File: config.mk
export PLATFORM = sky130hd
export DESIGN_NAME = clkgen_div_bank_flat
export DESIGN_NICKNAME = d
export VERILOG_FILES = /design/src/rtl/clkgen_pkg.sv /design/src/rtl/clkgen_div_bank_if.sv /design/src/rtl/clkgen_div_chan.sv /design/src/rtl/clkgen_div_bank.sv /design/src/flat_wrapper.sv
export SDC_FILE = /design/constraint.sdc
export NUM_CORES = 1
export LEC_CHECK = 0
export BUFFER_PORTS_ARGS = -buffer_cell sky130_fd_sc_hd__buf_2
export CAP_MARGIN = 20
export CORE_MARGIN = 4
export CORE_UTILIZATION = 55
export CTS_BUF_LIST = sky130_fd_sc_hd__clkbuf_8
export CTS_CLUSTER_DIAMETER = 100
export CTS_CLUSTER_SIZE = 28
export DETAILED_ROUTE_END_ITERATION = 16
export GPL_TIMING_DRIVEN = 0
export PLACE_DENSITY = 0.78
export SYNTH_ARGS = -nofsm -noshare
export SYNTH_HDL_FRONTEND = slang
export SYNTH_HIERARCHICAL = 1
export SYNTH_SLANG_ARGS = --single-unit
File: constraint.sdc
create_clock -name io_clk_buf -period 1.8 [get_ports io_clk_buf]
set_input_delay 0.54 -clock io_clk_buf [delete_from_list [all_inputs] [get_ports io_clk_buf]]
set_output_delay 0.54 -clock io_clk_buf [all_outputs]
set_load 0.01 [all_outputs]
File: src/rtl/clkgen_pkg.sv
// Shared types and constants for the clkgen_div_bank clock divider / reset sequencer.
package clkgen_pkg;

    localparam int ClkgenMinDiv = 2;
    localparam int ClkgenMaxOut = 8;

    typedef enum logic [1:0] {
        RESET = 2'd0,
        SYNC  = 2'd1,
        HOLD  = 2'd2,
        RUN   = 2'd3
    } rst_state_e;

    // Ratios below the minimum cannot produce a toggling clock, so they fold to divide-by-2.
    function automatic int clkgen_clamp_div(input int n);
        return (n < ClkgenMinDiv) ? ClkgenMinDiv : n;
    endfunction

endpackage

File: src/rtl/clkgen_div_bank_if.sv
// Ratio-update handshake between a configuration master and clkgen_div_bank.
interface clkgen_div_bank_if #(
    parameter int NumOut = 2,
    parameter int DivW   = 8
);
    localparam int ChanW = (NumOut > 1) ? $clog2(NumOut) : 1;

    logic             cfg_req_i;
    logic [ChanW-1:0] cfg_chan_i;
    logic [DivW-1:0]  cfg_div_i;
    logic             cfg_busy_o;
    logic             cfg_ack_o;

    modport master (
        output cfg_req_i, cfg_chan_i, cfg_div_i,
        input  cfg_busy_o, cfg_ack_o
    );

    modport slave (
        input  cfg_req_i, cfg_chan_i, cfg_div_i,
        output cfg_busy_o, cfg_ack_o
    );
endinterface

File: src/rtl/clkgen_div_chan.sv
// One divider channel: counter, ratio register, enable gating and wrap-boundary ratio load.
// Define CLKGEN_BUFG_EN to drive the output through a BUFG primitive.
module clkgen_div_chan
    import clkgen_pkg::*;
#(
    parameter int DivW       = 8,
    parameter int DefaultDiv = 4
) (
    input  logic            i_clk,
    input  logic            i_rst_n,
    input  logic            i_en,
    input  logic            i_load,
    input  logic [DivW-1:0] i_div,
    output logic            o_rdy,
    output logic            o_clk
);
    logic [DivW-1:0] r_cnt;
    logic [DivW-1:0] r_div;
    logic            r_run;
    logic            r_clk;
    logic            w_wrap;
    logic [DivW-1:0] w_half;

    assign w_wrap = r_run && (r_cnt == r_div - DivW'(1));
    assign w_half = (r_div >> 1) + {{(DivW-1){1'b0}}, r_div[0]};
    // A stopped channel can take a new ratio at any edge; a running one only at its wrap.
    assign o_rdy  = !r_run || w_wrap;

    always_ff @(posedge i_clk or negedge i_rst_n) begin
        if (!i_rst_n) begin
            r_cnt <= '0;
            r_div <= DivW'(DefaultDiv);
            r_run <= 1'b0;
            r_clk <= 1'b0;
        end else begin
            r_clk <= r_run && (r_cnt < w_half);
            if (i_load) begin
                r_div <= DivW'(clkgen_clamp_div(int'(i_div)));
            end
            if (r_run) begin
                if (w_wrap) begin
                    r_cnt <= '0;
                    r_run <= i_en;
                end else begin
                    r_cnt <= r_cnt + DivW'(1);
                end
            end else begin
                r_cnt <= '0;
                r_run <= i_en;
            end
        end
    end

`ifdef CLKGEN_BUFG_EN
    BUFG u_bufg (
        .I (r_clk),
        .O (o_clk)
    );
`else
    assign o_clk = r_clk;
`endif

endmodule

File: src/rtl/clkgen_div_bank.sv
// Multi-channel programmable clock divider with ratio-update handshake and stretched system reset.
// Optional CLKGEN_BUFG_EN routes every divided clock through a BUFG (see clkgen_div_chan).
module clkgen_div_bank
    import clkgen_pkg::*;
#(
    parameter int NumOut     = 2,
    parameter int DivW       = 8,
    parameter int DefaultDiv = 4,
    parameter int ResetHold  = 16
) (
    input  logic              io_clk_buf,
    input  logic              IO_RST_N,
    input  logic [NumOut-1:0] en_i,
    clkgen_div_bank_if.slave  cfg,
    output logic [NumOut-1:0] clk_o,
    output logic              rst_sys_n
);
    localparam int ChanW = (NumOut > 1) ? $clog2(NumOut) : 1;
    localparam int HoldW = $clog2(ResetHold + 1);

    logic [1:0]       r_sync;
    logic             w_rst_sync_n;
    rst_state_e       r_state;
    rst_state_e       w_state_nxt;
    logic [HoldW-1:0] r_hold;
    logic [HoldW-1:0] w_hold_nxt;
    logic             r_rst_sys_n;

    logic              r_busy;
    logic              r_ack;
    logic [ChanW-1:0]  r_chan;
    logic [DivW-1:0]   r_div;
    logic              w_accept;
    logic              w_tgt_rdy;
    logic              w_apply;
    logic [NumOut-1:0] w_rdy;
    logic [NumOut-1:0] w_load;

    // Reset release is synchronised; assertion stays asynchronous.
    always_ff @(posedge io_clk_buf or negedge IO_RST_N) begin
        if (!IO_RST_N) begin
            r_sync <= 2'b00;
        end else begin
            r_sync <= {r_sync[0], 1'b1};
        end
    end

    assign w_rst_sync_n = r_sync[1];

    always_ff @(posedge io_clk_buf or negedge IO_RST_N) begin
        if (!IO_RST_N) begin
            r_state     <= RESET;
            r_hold      <= '0;
            r_rst_sys_n <= 1'b0;
        end else begin
            r_state     <= w_state_nxt;
            r_hold      <= w_hold_nxt;
            r_rst_sys_n <= (w_state_nxt == RUN);
        end
    end

    // The edge leaving SYNC already counts as the first hold cycle.
    always_comb begin
        w_state_nxt = r_state;
        w_hold_nxt  = r_hold;
        case (r_state)
            RESET: w_state_nxt = SYNC;
            SYNC: begin
                if (w_rst_sync_n) begin
                    if (ResetHold <= 1) begin
                        w_state_nxt = RUN;
                    end else begin
                        w_state_nxt = HOLD;
                        w_hold_nxt  = HoldW'(1);
                    end
                end
            end
            HOLD: begin
                if (r_hold == HoldW'(ResetHold - 1)) begin
                    w_state_nxt = RUN;
                end else begin
                    w_hold_nxt = r_hold + HoldW'(1);
                end
            end
            RUN:     w_state_nxt = RUN;
            default: w_state_nxt = RESET;
        endcase
    end

    assign w_accept = cfg.cfg_req_i && !r_busy;

    // An out-of-range channel matches nothing, so it stays ready and acks with no load.
    always_comb begin
        w_tgt_rdy = 1'b1;
        for (int k = 0; k < NumOut; k++) begin
            if (r_chan == ChanW'(k)) begin
                w_tgt_rdy = w_rdy[k];
            end
        end
    end

    assign w_apply = r_busy && !r_ack && w_tgt_rdy;

    always_comb begin
        w_load = '0;
        for (int k = 0; k < NumOut; k++) begin
            if (r_chan == ChanW'(k)) begin
                w_load[k] = w_apply;
            end
        end
    end

    always_ff @(posedge io_clk_buf or negedge w_rst_sync_n) begin
        if (!w_rst_sync_n) begin
            r_busy <= 1'b0;
            r_ack  <= 1'b0;
        end else begin
            r_ack <= w_apply;
            if (r_ack) begin
                r_busy <= 1'b0;
            end else if (w_accept) begin
                r_busy <= 1'b1;
            end
        end
    end

    always_ff @(posedge io_clk_buf) begin
        if (w_accept) begin
            r_chan <= cfg.cfg_chan_i;
            r_div  <= cfg.cfg_div_i;
        end
    end

    for (genvar k = 0; k < NumOut; k++) begin : g_chan
        clkgen_div_chan #(
            .DivW       (DivW),
            .DefaultDiv (DefaultDiv)
        ) u_chan (
            .i_clk   (io_clk_buf),
            .i_rst_n (w_rst_sync_n),
            .i_en    (en_i[k]),
            .i_load  (w_load[k]),
            .i_div   (r_div),
            .o_rdy   (w_rdy[k]),
            .o_clk   (clk_o[k])
        );
    end

    assign cfg.cfg_busy_o = r_busy;
    assign cfg.cfg_ack_o  = r_ack;
    assign rst_sys_n      = r_rst_sys_n;

endmodule

File: src/flat_wrapper.sv
// flat-port wrapper written by rule: the top's interface ports become plain ports
module clkgen_div_bank_flat import clkgen_pkg::*;
#(
    parameter int NumOut     = 2,
    parameter int DivW       = 8,
    parameter int DefaultDiv = 4,
    parameter int ResetHold  = 16
)
  (io_clk_buf, IO_RST_N, en_i, clk_o, rst_sys_n, cfg_cfg_req_i, cfg_cfg_chan_i, cfg_cfg_div_i, cfg_cfg_busy_o, cfg_cfg_ack_o);
  clkgen_div_bank_if #(.NumOut(NumOut), .DivW(DivW)) cfg_i ();
  input  logic io_clk_buf;
  input  logic IO_RST_N;
  input  logic [NumOut-1:0] en_i;
  output logic [NumOut-1:0] clk_o;
  output logic rst_sys_n;
  input wire logic [$bits(cfg_i.cfg_req_i)-1:0] cfg_cfg_req_i;
  input wire logic [$bits(cfg_i.cfg_chan_i)-1:0] cfg_cfg_chan_i;
  input wire logic [$bits(cfg_i.cfg_div_i)-1:0] cfg_cfg_div_i;
  output wire logic [$bits(cfg_i.cfg_busy_o)-1:0] cfg_cfg_busy_o;
  output wire logic [$bits(cfg_i.cfg_ack_o)-1:0] cfg_cfg_ack_o;
  assign cfg_i.cfg_req_i = cfg_cfg_req_i;
  assign cfg_i.cfg_chan_i = cfg_cfg_chan_i;
  assign cfg_i.cfg_div_i = cfg_cfg_div_i;
  assign cfg_cfg_busy_o = cfg_i.cfg_busy_o;
  assign cfg_cfg_ack_o = cfg_i.cfg_ack_o;
  clkgen_div_bank #(.NumOut(NumOut), .DivW(DivW), .DefaultDiv(DefaultDiv), .ResetHold(ResetHold)) u_core (.io_clk_buf(io_clk_buf), .IO_RST_N(IO_RST_N), .en_i(en_i), .cfg(cfg_i), .clk_o(clk_o), .rst_sys_n(rst_sys_n));
endmodule
==> results of run 1 <==
-- registers in the layout, summed over array words and instances (netlist names), 2 cells and up --
signal and count:
u_core/g_chan.u_chan/o_clk 2, u_core/g_chan.u_chan/r_cnt 16, u_core/g_chan.u_chan/r_div 16, u_core/g_chan.u_chan/r_run 2, u_core/r_div 8, u_core/r_hold 5
u_core/r_state 2, u_core/r_sync 2
-- routing by layer --
metal,GRT usage,vias to the layer above
met5,0,-
met4,0.0763,0
met3,0.0544,18
met2,0.360,52
met1,0.269,1268
li1,-,1168
-- cells by family (layout without fill, tap and decap cells) --
family	Yosys count	count (layout)	share of synthesized area
buffers and inverters	23	86	0.0362
xor gates and xnor gates	44	44	0.119
DFF	57	57	0.454
and+or+nand+nor	97	97	0.155
other	1	1	0.00115
muxes	11	11	0.0381
adders and majority gates	24	24	0.0925
AOI/OAI and AO/OA	43	43	0.105
-- timing repair --
action	4_1_cts	5_1_grt
gates resized for setup	39	30
gates cloned	1	0
pin swaps	23	24
setup buffers	23	8
endpoints found under the setup margin	39	40
-- worst max path at each step --
stage | startpoint | end | slack, ps | cells after the start
after floorplan | u_core/g_chan[0].u_chan/r_div[0] | u_core/g_chan[0].u_chan/r_div[3] | -680 | 10
after global placement | u_core/g_chan[1].u_chan/r_div[0] | u_core/g_chan[1].u_chan/r_div[5] | -1090 | 9
after detailed placement | u_core/g_chan[1].u_chan/r_div[0] | u_core/g_chan[1].u_chan/r_div[7] | -1130 | 9
after CTS | u_core/g_chan[1].u_chan/r_div[2] | u_core/g_chan[1].u_chan/r_div[7] | -650 | 9
after global routing | u_core/g_chan[0].u_chan/r_div[1] | u_core/g_chan[0].u_chan/r_div[4] | -820 | 10
final | u_core/g_chan[0].u_chan/r_div[1] | u_core/g_chan[0].u_chan/r_div[4] | -750 | 10
-- area by class of cell --
cell class	instances	area [sq um]
sequential	57	1480
clock inverter	5	45.0
timing repair buffer	50	364
buffer	8	93.8
inverter	13	48.8
multi-input combinational	220	2000
fill	341	1340
clock buffer	10	138
tap	72	90.1
-- layout by cell type (no fill, tap or decap), types with 4 or more instances in the layout --
cell type   n
a21o_1      6
a21oi_1     7
a31oi_1     4
and3_1      6
buf_2      19
buf_4      25
buf_6       9
buf_8       4
clkbuf_8   11
dfrtp_1    41
dfrtp_2     4
edfxtp_1    9
ha_1       15
ha_4        7
inv_1      13
inv_2       4
mux2_4     11
nand2_1    14
nand2b_1    7
nand3_1    13
nor2_1     24
o41ai_4     4
xnor2_1    18
xor2_1     21
-- critical path: stages (launching register included) --
cell and delay [ps]:
dfrtp_2 430, inv_2 80, ha_4 200, xnor2_1 130, a211oi_2 180, nand3_1 180
o41ai_4 410, nand2b_1 180, nor2_4 190, buf_8 150, mux2_4 300
-- power groups by stage --
stage          Combinational, mW  Clock [mW]  Sequential, mW
2_1_floorplan               2.78           0            2.31
3_3_place_gp                3.20           0            2.41
4_1_cts                     4.12        1.13            2.42
3_5_place_dp                3.38           0            2.43
5_1_grt                     5.00        1.22            2.55
6_report                    4.55        1.12            2.48
-- per-stage QoR --
stage | utilization | instance area, sq um
after floorplan | - | 3380
after global placement | 0.635 | 3560
after detailed placement | 0.635 | 3560
after CTS | 0.733 | 4110
after global routing | 0.761 | 4270
final | 0.761 | 4270
-- cells in the mapped netlist, types with 6 or more instances --
master    instances
dfrtp_1          46
a21oi_1           9
inv_1            13
ha_1             24
xnor2_1          21
nor2_1           28
nand2b_1          7
a21o_1            6
nand2_1          16
mux2_2           11
nand3_1          15
and3_1            8
xor2_1           23
edfxtp_1          9
==> results_dict.tcl, run 1 <==
set metrics [dict create \
    postSynthCellCount 300 \
    grt_pass1_wl_mm 12.2 \
    dr_wl_met3_um 300 \
    seq_power_share 0.304 \
    relSlewSlack 0.556 \
    yosysTopAreaCell "dfrtp_1" \
    grt_start_max_net_pins 42 \
    yosysWarnings 6 \
    n_antenna_cell 0 \
    finalSetupViolCount 37 \
    cts_buffers 9 \
    drt_iter0_drc 147 \
    synthTopCellsByArea "dfrtp_1 (35%), ha_1 (9.2%), edfxtp_1 (8.3%)" \
    finalSetupTns_ps -16920 \
    grt_use_total 0.215 \
    cts_tree "yes" \
    netlist.area_leader.share 0.354 \
    drtAntennaViolNets 0 \
    whs_ps 55.4 \
    drt_pass1_iterations 4 \
    hp-class "in -> async" \
    p_per_area_nw_per_um2 1910 \
    final.period_utilization 1.42 \
    ys_seq_area_frac 0.454 \
    via_per_inst 5.76 \
    die_width_um 84.9 \
    grt_pass1_vias 2609 \
    grt-ovfl-total 0 \
    antenna_found_initial 0 \
    dp.cells 390 \
    tightest_slew_ps 664 \
    internal-power_mw 4.80 \
    design.core.area_sq_um 5610 \
    rrSetupSlack_ps -750 \
    end_kind "register" \
    finalWorstPathRequiredPeriod_ps 2550 \
    cp.arrival_ps 2760 \
    cts-root-buf "clkbuf_8" \
    top_layer_used "met4" \
    violations "negative setup slack" \
    switchingPower_mw 3.35 \
    fin_nets 397 \
    synth_edf_count 9 \
    num_vias 2506 \
    start_kind "register" \
    reg2reg_to "u_core/g_chan[0].u_chan/r_div[4]" \
    p_clk_frac 0.137 \
    m1WireLength_mm 3.34 \
    crit_fanout 5 \
    die-area_sq_um 7200 \
    dp_slack_ps -1130 \
    crit_required_ps 2010 \
    worst_slack_ps -751 \
    drc 0 \
    htree_levels 3 \
    area_growth_pct 31.3 \
    p_sw_frac 0.411 \
    die_y_um 84.9 \
    clkLatencyLatePin_ps 330 \
    ir_drop_mv 1.54 \
    initial_core_util 0.579 \
    p_leak_nw 1.88 \
    rsz0062_at_grt "yes" \
    hold_violations 0 \
    ys_ff_latch 57 \
    place_congestion 0.799 \
    synth.distinct_cells 51 \
    syn_avg_cell_area_sq_um 10.8 \
    pwr-share-comb 0.559 \
    dp_hpwl_mm 4.35 \
    ios 19 \
    drv_slew 0 \
    power_mw 8.15 \
    status "finished with violations" \
    ctsHoldBuffers 0 \
    max_freq_mhz 392 \
    fp-row-count 27 \
    fin_worst_skew_ps 4.89 \
    ys.flop_type "dfrtp_1" \
    reg2reg_depth 10 \
    routedWlPerCell_um 17.6 \
    critical_path_class "reg -> reg" \
    drive_gt1_frac 0.377 \
    reg2reg_from "u_core/g_chan[0].u_chan/r_div[1]" \
    path_clk_slew_ps 60 \
    syn_nets 338 \
    finalNonFillerCells 435 \
    async_flop_share 0.842 \
    port_buffers 18 \
    synth_area_sq_um 3250 \
    maxCapViolations 0 \
    dr_wl_met2_mm 3.84 \
    cts_max_path_buffers 2 \
    routed_wl_mm 7.66 \
    clock-sinks 57 \
]
No activity file was read; power rests on OpenSTA's default activity.
==> run 2, diff against run 1 <==
--- a/config.mk
+++ b/config.mk
@@ -7,7 +7,7 @@
 export LEC_CHECK = 0
 export BUFFER_PORTS_ARGS = -buffer_cell sky130_fd_sc_hd__buf_2
 export CAP_MARGIN = 20
-export CORE_MARGIN = 4
+export CORE_MARGIN = 2
 export CORE_UTILIZATION = 55
 export CTS_BUF_LIST = sky130_fd_sc_hd__clkbuf_8
 export CTS_CLUSTER_DIAMETER = 100
==> results_dict.tcl, run 2 (synthesis results as in run 1) <==
set metrics [dict create \
    cts-root-buf "clkbuf_8" \
    grt-ovfl-total 0 \
    critical_path_class "reg -> reg" \
    stdcell_area_sq_um 4050 \
    tightest_slew_ps 658 \
    cp-startpoint "u_core/g_chan[1].u_chan/r_div[3]" \
    dp_hpwl_mm 4.16 \
    nFillCells 382 \
    place_area_sq_um 3560 \
    ctsHoldBuffers 0 \
    grt_use_total 0.226 \
    end_kind "register" \
    register_area_sq_um 1480 \
    cp.arrival_ps 2700 \
    via_per_inst 5.52 \
    grt_pass1_vias 2366 \
    reg2reg_from "u_core/g_chan[1].u_chan/r_div[3]" \
    path_clk_slew_ps 60 \
    p_leak_nw 1.80 \
    violations "negative setup slack" \
    antenna_found_initial 0 \
    drtAntennaViolNets 0 \
    finalWorstPathRequiredPeriod_ps 2480 \
    dp.cells 390 \
    fin_nets 387 \
    design.core.area_sq_um 5610 \
    worst_slack_ps -683 \
    drc 0 \
    finalNonFillerCells 426 \
    p_per_area_nw_per_um2 1860 \
    largestRegisters "u_core/g_chan.u_chan/r_cnt x16, u_core/g_chan.u_chan/r_div x16, u_core/r_div x8" \
    maxCapViolations 0 \
    ios 19 \
    status "finished with violations" \
    start_kind "register" \
    port_buffers 18 \
    drt_iter0_drc 121 \
    htree_levels 3 \
    fp-row-count 27 \
    path_cells "buf_6, nor4_4, nand3_2, xnor2_2, o41ai_4, nand2_1, nor2_2, buf_8, mux2_4" \
    critical_path.max_stage_delay_ps 460 \
    grt_pass1_wl_mm 11.2 \
    area_growth_pct 24.8 \
    mostFrequentLayoutCells "dfrtp_1 (44), nor2_1 (25), xor2_1 (22)" \
    finalSetupTns_ps -14870 \
    drive_gt1_frac 0.325 \
    cts_max_path_buffers 2 \
    relSlewSlack 0.561 \
    crit_end "u_core/g_chan[1].u_chan/r_div[7]" \
    initial_core_util 0.579 \
    crit_fanout 8 \
    die_width_um 80.9 \
    final_common_cell "dfrtp_1" \
    cts_buffers 9 \
    final.period_utilization 1.38 \
    place_congestion 0.779 \
    num_vias 2353 \
    finalSetupViolCount 37 \
    clock-sinks 57 \
    crit_required_ps 2020 \
    reg2reg_to "u_core/g_chan[1].u_chan/r_div[7]" \
    hold_violations 0 \
    multi_input_area_sq_um 1920 \
    ir_drop_mv 1.19 \
    rrSetupSlack_ps -680 \
    grt_start_max_net_pins 42 \
    fin_worst_skew_ps 6.30 \
    cts_tree "yes" \
    n_antenna_cell 0 \
    whs_ps 56.8 \
    max_freq_mhz 403 \
    die_y_um 80.9 \
    rsz0062_at_grt "yes" \
    routed_wl_mm 6.64 \
    die-area_sq_um 6540 \
    drt_pass1_iterations 5 \
    clkLatencyLatePin_ps 330 \
    dp_slack_ps -1100 \
    drv_slew 0 \
    reg2reg_depth 9 \
    hp-class "in -> async" \
    crit_slowest_cell "o41ai_4" \
    routedWlPerCell_um 15.6 \
]
-- run 2: worst max-delay path: cells and delay by family, from the launching register on --
family	cells	cell delay (ps)
simple gates	4	760
buf+inv	2	290
flops	1	370
compound gates	1	460
xor+xnor	1	170
mux	1	300
-- run 2: where the power goes --
| part | leakage (nW) | internal [mW] | switching [mW] | total (mW) |
|---|---|---|---|---|
| clock network | 0.0902 | 0.473 | 0.492 | 0.966 |
| logic | 1.07 | 2.13 | 2.04 | 4.17 |
| registers | 0.643 | 1.80 | 0.579 | 2.38 |
| total | 1.80 | 4.41 | 3.12 | 7.52 |
-- run 2: layer usage --
layer  wire [um]  share of wire  track usage
met1        3110           0.47        0.306
met4         139          0.021        0.108
met2        3210           0.48        0.358
met3         190          0.029       0.0367
met5           0              0            0
-- run 2: worst min-delay path by stage --
| stage | from | endpoint | slack [ps] |
|---|---|---|---|
| 3_5_place_dp | u_core/r_sync[0] | u_core/r_sync[1] | 340 |
| 5_1_grt | IO_RST_N | u_core/r_hold[1] | 60 |
| 3_3_place_gp | u_core/r_sync[0] | u_core/r_sync[1] | 330 |
| 4_1_cts | IO_RST_N | u_core/r_hold[1] | 50 |
| 2_1_floorplan | IO_RST_N | u_core/r_hold[0] | 240 |
| 6_report | IO_RST_N | u_core/r_sync[0] | 60 |
-- run 2: final cells by class --
class / instances / share of cell area
Tap cell: 72 / 0.0222
Inverter: 13 / 0.0120
Clock inverter: 7 / 0.00803
Timing Repair Buffer: 38 / 0.0611
Buffer: 10 / 0.0269
Sequential cell: 57 / 0.365
Clock buffer: 9 / 0.0306
Multi-Input combinational cell: 220 / 0.474
-- run 2: metrics by stage --
step	utilization	power (mW)
5_1_grt	0.723	8.09
3_3_place_gp	0.635	5.61
4_1_cts	0.703	7.24
2_1_floorplan	-	5.09
3_5_place_dp	0.635	5.77
6_report	0.723	7.52
-- run 2: timing repair --
action	CTS	global route
endpoints found under the setup margin	39	39
pin swaps	13	9
gates resized for setup	22	20
setup buffers	15	6
==> run 3, diff against run 2 <==
--- a/config.mk
+++ b/config.mk
@@ -5,6 +5,7 @@
 export SDC_FILE = /design/constraint.sdc
 export NUM_CORES = 1
 export LEC_CHECK = 0
+export ABC_AREA = 1
 export BUFFER_PORTS_ARGS = -buffer_cell sky130_fd_sc_hd__buf_2
 export CAP_MARGIN = 20
 export CORE_MARGIN = 2
==> results_dict.tcl, run 3 <==
set metrics [dict create \
    stdcell_area_sq_um 4230 \
    crit_fanout 5 \
    async_flop_share 0.842 \
    p_per_area_nw_per_um2 1710 \
    dp_hpwl_mm 4.87 \
    ys_seq_area_frac 0.438 \
    routedWlPerCell_um 15.2 \
    die_width_um 82.2 \
    status "finished with violations" \
    synth_edf_count 9 \
    p_leak_nw 1.99 \
    crit_required_ps 2070 \
    reg2reg_depth 19 \
    dp.cells 504 \
    worst_slack_ps -670 \
    n_antenna_cell 0 \
    cts_buffers 9 \
    drtAntennaViolNets 0 \
    largestRegisters "u_core/g_chan.u_chan/r_cnt x16, u_core/g_chan.u_chan/r_div x16, u_core/r_div x8" \
    initial_core_util 0.568 \
    grt_pass1_vias 2760 \
    yosysWarnings 6 \
    port_buffers 18 \
    ys_ff_latch 57 \
    fp-row-count 28 \
    critical_path.max_stage_delay_ps 410 \
    finalSetupViolCount 28 \
    start_kind "register" \
    ir_drop_mv 1.22 \
    synth.distinct_cells 34 \
    max_freq_mhz 405 \
    cts_max_path_buffers 2 \
    rsz0062_at_grt "yes" \
    place_congestion 0.854 \
    violations "negative setup slack" \
    final.period_utilization 1.37 \
    hp-class "in -> async" \
    reg2reg_to "u_core/g_chan[1].u_chan/r_cnt[5]" \
    routed_wl_mm 8.35 \
    netlist_top_cells_count "nand2_1 (96), inv_1 (51), nor2_1 (47)" \
    grt_use_total 0.240 \
    cp_common_cell "buf_6" \
    crit_end "u_core/g_chan[1].u_chan/r_cnt[5]" \
    finalWorstPathRequiredPeriod_ps 2470 \
    tightest_slew_ps 667 \
    path_cells "inv_2, ha_4, buf_6, nand3_1, nand2_1, nand3_1, nand3_1, nor2_2, nand2_2, nand2_4, buf_6, buf_6, buf_6, buf_6, buf_6, buf_6, buf_6, buf_6, nor2_2" \
    netlist.area_leader.share 0.342 \
    drt_iter0_drc 348 \
    drv_slew 0 \
    path_clk_slew_ps 70 \
    fin_nets 506 \
    antenna_found_initial 0 \
    maxCapViolations 0 \
    clkLatencyLatePin_ps 340 \
    design.core.area_sq_um 5920 \
    area_growth_pct 25.9 \
    hold_violations 0 \
    via_per_inst 5.55 \
    reg2reg_from "u_core/g_chan[1].u_chan/r_div[1]" \
    whs_ps 48.4 \
    ctsHoldBuffers 0 \
    final_common_cell "nand2_1" \
    drt_pass1_iterations 5 \
    drc 0 \
    finalNonFillerCells 548 \
    crit_slowest_cell "dfrtp_1" \
    fin_worst_skew_ps 12.3 \
    num_vias 3044 \
    syn_avg_cell_area_sq_um 8.18 \
    cts-root-buf "clkbuf_8" \
    grt-ovfl-total 0 \
    syn_nets 449 \
    cp.arrival_ps 2740 \
    synth.most_common_cell "nand2_1" \
    postSynthCellCount 411 \
    cp-startpoint "u_core/g_chan[1].u_chan/r_div[1]" \
    place_area_sq_um 3610 \
    grt_pass1_wl_mm 12.3 \
    rrSetupSlack_ps -670 \
    yosysTopAreaCell "dfrtp_1" \
    ios 19 \
    drive_gt1_frac 0.294 \
    nFillCells 413 \
    critical_path_class "reg -> reg" \
    synth_area_sq_um 3360 \
    ys.flop_type "dfrtp_1" \
    relSlewSlack 0.554 \
    htree_levels 3 \
    cts_tree "yes" \
    die_y_um 82.2 \
    die-area_sq_um 6750 \
    synthTopCellsByArea "dfrtp_1 (34%), nand2_1 (11%), ha_1 (8.9%)" \
    grt_start_max_net_pins 40 \
    mostFrequentLayoutCells "nand2_1 (82), dfrtp_1 (45), inv_1 (44)" \
    clock-sinks 57 \
    end_kind "register" \
]
==> run 3: cell types whose count changed after synthesis, moves of 11 or more <==
cell | previous run | this run
o21ai_0 | 4 | 19
nand3_1 | 15 | 29
nor2_1 | 28 | 47
xnor2_1 | 21 | 9
mux2_2 | 11 | 0
nand2_1 | 16 | 96
inv_1 | 13 | 51
==> run 3: layout make-up <==
| type | instances | area, sq um | share of cell area |
|---|---|---|---|
| multi-input combinational | 295 | 1880 | 0.444 |
| sequential | 57 | 1480 | 0.349 |
| timing repair buffer | 47 | 359 | 0.0848 |
| inverter | 53 | 199 | 0.0470 |
| clock buffer | 9 | 124 | 0.0293 |
| tap | 75 | 93.8 | 0.0222 |
| buffer | 5 | 52.6 | 0.0124 |
| clock inverter | 7 | 46.3 | 0.0109 |
==> run 3: worst min path at each step <==
stage | to | start | cells after the start | slack, ps
global placement | u_core/r_sync[1] | u_core/r_sync[0] | 0 | 330
finish | u_core/r_hold[1] | IO_RST_N | 1 | 50
CTS | u_core/r_hold[1] | IO_RST_N | 1 | 40
floorplan | u_core/r_hold[0] | IO_RST_N | 0 | 240
detailed placement | u_core/r_sync[1] | u_core/r_sync[0] | 0 | 330
global route | u_core/r_hold[1] | IO_RST_N | 1 | 50
==> run 3: logic make-up (layout without fill, tap and decap cells) <==
group	count (synthesis)	count (layout)	share of synthesized area
other cells	1	1	0.00112
simple gates	202	202	0.261
xor+xnor	28	28	0.0729
flops	57	57	0.438
fa+ha+maj	24	24	0.0893
buf+inv	59	121	0.0700
compound gates	40	40	0.0670
==> run 3: stage by stage <==
stage	power, mW	TNS [ps]	util	setup slack [ps]
3_5_place_dp	5.28	-12130	0.610	-790
5_1_grt	7.86	-17380	0.715	-800
6_report	7.26	-13900	0.715	-670
2_1_floorplan	4.58	-6060	-	-432
3_3_place_gp	5.12	-13190	0.610	-751
4_1_cts	6.53	-7350	0.662	-483
==> run 3: critical path: cells and delay by family, from the launching register on <==
kind                     cells  cell delay, ps
flip-flops                   1             410
AND/OR/NAND/NOR              8             770
buffers and inverters       10            1060
adder cells (fa/ha/maj)      1             170
==> run 3: routing by layer <==
metal / track usage / vias to the layer above / share of wire
li1: - / 1435 / -
met1: 0.331 / 1438 / 0.43
met2: 0.368 / 147 / 0.48
met3: 0.0609 / 24 / 0.071
met4: 0.0817 / 0 / 0.021
met5: 0 / - / 0
==> run 3: what timing repair did <==
item	4_1_cts	5_1_grt
setup endpoints to repair	28	41
resized for setup	20	58
buffers inserted	8	19
cloned	2	1
pin swaps	8	27
==> run 3: power by group <==
group          internal [mW]  switching (mW)  total, mW
clock network          0.496           0.572       1.07
registers               1.78           0.623       2.40
logic                   1.69            2.11       3.79
total                   3.96            3.30       7.26
